## src/rtl/regfile_mp.sv

```systemverilog
// Multi-port integer register file: N combinational read ports, one write port,
// optional write-to-read bypass, sticky IRQ-pending register and load scoreboard.

module regfile_mp_rdport #(
    parameter int DATA_WIDTH = 32,
    parameter int ADR_WIDTH  = 5,
    parameter int IRQ_REG    = 4,
    parameter bit BYPASS     = 1'b1
) (
    input  logic [ADR_WIDTH-1:0]  ra,
    input  logic [DATA_WIDTH-1:0] stored,
    input  logic                  stored_busy,
    input  logic                  irq_pend,
    input  logic                  we,
    input  logic [ADR_WIDTH-1:0]  wa,
    input  logic [DATA_WIDTH-1:0] wd,
    output logic [DATA_WIDTH-1:0] rd,
    output logic                  busy
);
    localparam logic [ADR_WIDTH-1:0] IRQ_ADR = ADR_WIDTH'(IRQ_REG);

    logic fwd;
    assign fwd = BYPASS && we && (wa == ra);

    always_comb begin
        rd   = stored;
        busy = stored_busy;
        if (ra == '0) begin
            rd   = '0;
            busy = 1'b0;
        end else if (ra == IRQ_ADR) begin
            // Flag reads are always the registered value, never the write data.
            rd   = {DATA_WIDTH{irq_pend}};
            busy = 1'b0;
        end else if (fwd) begin
            rd   = wd;
            busy = 1'b0;
        end
    end
endmodule

module regfile_mp #(
    parameter int DATA_WIDTH = 32,
    parameter int ADR_WIDTH  = 5,
    parameter int NUM_RD     = 2,
    parameter int IRQ_REG    = 4,
    parameter int DBG_REG    = 10,
    parameter bit BYPASS     = 1'b1
) (
    input  logic                         clk_i,
    input  logic                         rst_ni,
    input  logic [NUM_RD*ADR_WIDTH-1:0]  ra_i,
    output logic [NUM_RD*DATA_WIDTH-1:0] rd_o,
    output logic [NUM_RD-1:0]            busy_o,
    input  logic                         we_i,
    input  logic [ADR_WIDTH-1:0]         wa_i,
    input  logic [DATA_WIDTH-1:0]        wd_i,
    input  logic                         busy_set_i,
    input  logic [ADR_WIDTH-1:0]         busy_addr_i,
    input  logic                         irq_i,
    input  logic                         irq_ack_i,
    output logic [DATA_WIDTH-1:0]        dbg_o
);
    localparam int NREG = 2 ** ADR_WIDTH;
    localparam logic [ADR_WIDTH-1:0] IRQ_ADR = ADR_WIDTH'(IRQ_REG);

    typedef struct packed {
        logic                  en;
        logic [ADR_WIDTH-1:0]  adr;
        logic [DATA_WIDTH-1:0] data;
    } wr_req_t;

    wr_req_t                              wr;
    logic [NREG-1:0][DATA_WIDTH-1:0]      regs;
    logic [NREG-1:0]                      busy;
    logic [NREG-1:0]                      busy_set_vec;
    logic [NREG-1:0]                      busy_clr_vec;
    logic                                 irq_pend;
    logic                                 wr_store;
    logic                                 wr_irq;
    logic [NUM_RD-1:0][ADR_WIDTH-1:0]     ra;
    logic [NUM_RD-1:0][DATA_WIDTH-1:0]    rd;

    assign wr       = '{en: we_i, adr: wa_i, data: wd_i};
    assign wr_store = wr.en && (wr.adr != '0) && (wr.adr != IRQ_ADR);
    assign wr_irq   = wr.en && (wr.adr == IRQ_ADR);

    always_ff @(posedge clk_i or negedge rst_ni) begin
        if (!rst_ni) regs <= '0;
        else if (wr_store) regs[wr.adr] <= wr.data;
    end

    // One-hot set/clear masks; set is applied after clear so a new load wins.
    always_comb begin
        busy_set_vec = '0;
        busy_clr_vec = '0;
        if (busy_set_i && (busy_addr_i != '0) && (busy_addr_i != IRQ_ADR))
            busy_set_vec[busy_addr_i] = 1'b1;
        if (wr.en)
            busy_clr_vec[wr.adr] = 1'b1;
    end

    always_ff @(posedge clk_i or negedge rst_ni) begin
        if (!rst_ni) busy <= '0;
        else         busy <= (busy & ~busy_clr_vec) | busy_set_vec;
    end

    always_ff @(posedge clk_i or negedge rst_ni) begin
        if (!rst_ni)                    irq_pend <= 1'b0;
        else if (irq_i)                 irq_pend <= 1'b1;
        else if (irq_ack_i || wr_irq)   irq_pend <= 1'b0;
    end

    assign ra   = ra_i;
    assign rd_o = rd;

    for (genvar k = 0; k < NUM_RD; k++) begin : g_rd
        regfile_mp_rdport #(
            .DATA_WIDTH(DATA_WIDTH),
            .ADR_WIDTH (ADR_WIDTH),
            .IRQ_REG   (IRQ_REG),
            .BYPASS    (BYPASS)
        ) u_rdport (
            .ra         (ra[k]),
            .stored     (regs[ra[k]]),
            .stored_busy(busy[ra[k]]),
            .irq_pend   (irq_pend),
            .we         (wr.en),
            .wa         (wr.adr),
            .wd         (wr.data),
            .rd         (rd[k]),
            .busy       (busy_o[k])
        );
    end

    assign dbg_o = regs[DBG_REG];
endmodule

```

## config.mk

```make
export PLATFORM = sky130hd
export DESIGN_NAME = regfile_mp
export DESIGN_NICKNAME = d
export VERILOG_FILES = /design/src/rtl/regfile_mp.sv
export SDC_FILE = /design/constraint.sdc
export NUM_CORES = 2
export LEC_CHECK = 0
export CELL_PAD_IN_SITES_DETAIL_PLACEMENT = 0
export CELL_PAD_IN_SITES_GLOBAL_PLACEMENT = 2
export CORE_MARGIN = 1.5
export CORE_UTILIZATION = 30
export DETAILED_ROUTE_END_ITERATION = 16
export PLACE_DENSITY_LB_ADDON = 0.1
export SYNTH_ARGS = -nofsm -noshare
export SYNTH_HDL_FRONTEND = slang
export SYNTH_HIERARCHICAL = 1
export SYNTH_SLANG_ARGS = --single-unit
```

## constraint.sdc

```tcl
create_clock -name clk_i -period 4.4 [get_ports clk_i]
set_clock_uncertainty 0.15 [all_clocks]
set_input_delay 1.32 -clock clk_i [delete_from_list [all_inputs] [get_ports clk_i]]
set_output_delay 1.32 -clock clk_i [all_outputs]
set_load 0.005 [all_outputs]
```

==> summary.txt <==
Logic synthesis
  – Ys async rst share: 100%
  – Main combinational cell family by area after synthesis: multiplexers
  – Mean post-synth cell area: 11.5 um2
  – Most used flip-flop cell after synthesis: dfrtp_1
  – Flops & latches, synth: 1057
  – Area leader, netlist: dfrtp_1
  – Synth Area in Compound Gates: 8.86%
  – EDFF count, synth: 0
  – Top cell type's share of synthesized area: 44.6%
  – Synth Net Count: 5219
  – Post-Synth Adder-Cell Area: 0%
  – Netlist Area Pre-Place: 59300 um2
  – Sequential area share after synthesis: 44.6%
  – Synth cell types: 45
  – Synth top area cells: dfrtp_1, mux2_2, mux2i_1, a22oi_1, a22o_1
  – Gate Count Post-Synth: 5161
  – Yosys warning count: 6
  – Simple-gate share of the synthesized area: 5.59%
  – Post-synthesis mux area share: 36.0%
  – Synth Area in XOR/XNOR: 0.148%

Place
  – Place WS: -2.14 ns
  – Area after DPL: 69600 um2
  – Routability cong.: 0.814
  – Placed Cells: 8059
  – I/O Buffers: 155
  – Post-DP HPWL: 173000 um

Worst setup path
  – CP peak stage delay: 0.57 ns
  – Crit Path Class: primary input to primary output
  – R2R depth: 2
  – Crit. End Element: primary output
  – CP startpoint kind: primary input
  – Top cell by count, worst path: buf_12
  – Critical Path AT: 3.49 ns
  – WP buf/inv: 6
  – Worst reg-to-reg setup slack: 3.26 ns
  – Number of cells on the critical path: 12
  – CP delay by family, top: compound AO/OA/AOI/OAI gates
  – Reg2reg end: dbg_o[5]
  – CP max FO: 5
  – Slowest CP cell: o211ai_1
  – Worst EP required: 2.93 ns
  – Cell chain of the critical path: buf_12 > nor2b_4 > buf_12 > buf_12 > buf_12 > buf_4 > a22oi_2 > a31oi_4 > nand3_4 > nand2_1 > o211ai_1 > buf_2
  – Crit Reg-Reg Startpoint: dbg_o[5]

STA
  – Worst slew pin tran: 0.958 ns
  – Max-slew violations: 0
  – Setup total negative slack: -24.71 ns
  – Worst slew margin: 36.1%
  – Fin crit period: 4.96 ns
  – # setup viols final: 66
  – Crit share post-route: 113%
  – Worst setup margin: -0.559 ns
  – RSZ-0062 raised after global routing: yes
  – Min Hold Slack: 0.247 ns
  – Maximum clock rate: 202 MHz
  – Final hold violation count: 0

Status
  – Failing checks: setup timing
  – Status: complete, but fails checks

Die
  – Core area: 197000 um2
  – Die X: 448 um
  – DIE AREA: 200000 um2
  – Vert. Die Dim: 448 um
  – # IOs: 156
  – Starting Density: 30.1%
  – Cell Rows: 163

Job
  – MaxCap Viol Count: 0

Hold path
  – WHS Endpoint: regs[134]
  – Hold depth: 0
  – Worst Hold Class: flop to flop
  – Worst Hold Launch: regs[134]

Final layout
  – Post-route cell area: 82900 um2
  – Final core utilization: 42.1%
  – Most frequent cells in the layout: dfrtp_1, mux2i_1, mux2_2, buf_4, buf_12
  – Layout cell share with drive strength beyond 1: 46.1%
  – Fillers: 18806
  – Non-filler cells, final: 8640
  – Area Growth Syn to Fin: 39.7%
  – Multi-input logic area: 33500 um2
  – Most common cell after layout, fill and taps aside: dfrtp_1
  – Storage element area: 26500 um2
  – Final-stage net count: 5951

Clock tree
  – Maximum buffer depth of the clock tree: 3
  – Clock buffer count from CTS: 138
  – Htree depth: 4
  – Hold Buf Count CTS: 0
  – Clock transition at path regs: 0.06 ns
  – Root Buffer: clkbuf_16
  – Clk_lat worst skew: 0.81 ns
  – CTS sink cnt: 1057
  – CTS tree: yes

Detailed routing
  – Via Count: 46763
  – ANT nets after route: 0
  – Vias/cell: 5.41
  – Wire per inst: 31.8 um
  – DR pass1 iterations: 7
  – Aggregate routed wire length: 275000 um
  – Residual DRC count: 0
  – DRT iter0 DRCs: 3105

Global route
  – Largest net degree at the start of global routing: 96
  – Overflow after GRT: 0
  – First-pass GRT wire length: 384000 um
  – Vias in the first global route: 48396
  – Tot GR Track Use: 26.8%
  – Antenna violations before repair: 9

Pwr
  – Power per cell area: 395 nW/um2
  – Total power: 32.7 mW
  – P_leak: 37.9 nW
  – Peak supply drop: 0.000449 V
## per-layer routing
layer | part of all wire [%] | up-vias | GRT usage, %
met5 | 0 | - | 0
li1 | - | 20599 | -
met2 | 46 | 914 | 42.8
met3 | 3.3 | 356 | 2.84
met4 | 3.3 | 0 | 7.93
met1 | 48 | 24894 | 38.1
## area by class of cell
| cell class | count | share of cell area, % |
|---|---|---|
| sequential | 1057 | 31.9 |
| multi-input combinational | 3489 | 40.4 |
| timing repair buffer | 1205 | 18.2 |
| clock buffer | 202 | 4.89 |
| clock inverter | 44 | 0.607 |
| antenna | 1 | 0.00302 |
| tap | 2640 | 3.98 |
| inverter | 2 | 0.00905 |
## worst reg2reg max path, cell delays in order (launching register included)
cell     delay (ns)
dfrtp_1        0.42
buf_4          0.19
mux2_2         0.27
## cell families after synthesis
family / count (synthesis)
AOI/OAI and AO/OA: 772
and+or+nand+nor: 692
DFF: 1057
buffers and inverters: 616
muxes: 2014
xor gates and xnor gates: 10
## registers in the layout (all words and copies together) (netlist names)
register / count
regs: 992
dbg_o: 32
irq_pend: 1
busy: 32
## cell usage after synthesis (all sizes together) (6+ instances only)
cell and number:
a31oi 130, nand2b 9, nor3 68, a32o 6, clkbuf 307, nor2 22
nand4 65, xor2 10, o21ai 25, a22oi 198, a21oi 200, buf 307
nor2b 8, nand3 202, mux2 960, o211ai 66, a22o 138, nand2 291
mux2i 1054, dfrtp 1057
## repair_timing
| action | CTS | global route |
|---|---|---|
| cloned | 45 | 19 |
| gates resized for setup | 908 | 396 |
| pin swaps | 319 | 295 |
| endpoints found under the setup margin | 66 | 66 |
| buffers inserted | 255 | 106 |
| endpoints found under the hold margin | 0 | 0 |
## worst max-delay path by stage
stage / start / end / slack, ns
after global routing: ra_i[6] / rd_o[46] / -0.53
after CTS: ra_i[5] / rd_o[62] / -0.63
after detailed placement: ra_i[2] / rd_o[5] / -2.14
after global placement: ra_i[2] / rd_o[5] / -2.15
final: ra_i[7] / rd_o[62] / -0.56
after floorplan: ra_i[1] / rd_o[15] / 0.09
## power breakdown
part	switching [mW]	leakage, nW	internal, mW
sequential	1.50	13.6	11.5
clock	4.74	2.26	6.77
combinational	3.92	22.1	4.28
total	10.2	37.9	22.6
(Power assumes the default switching activity.)
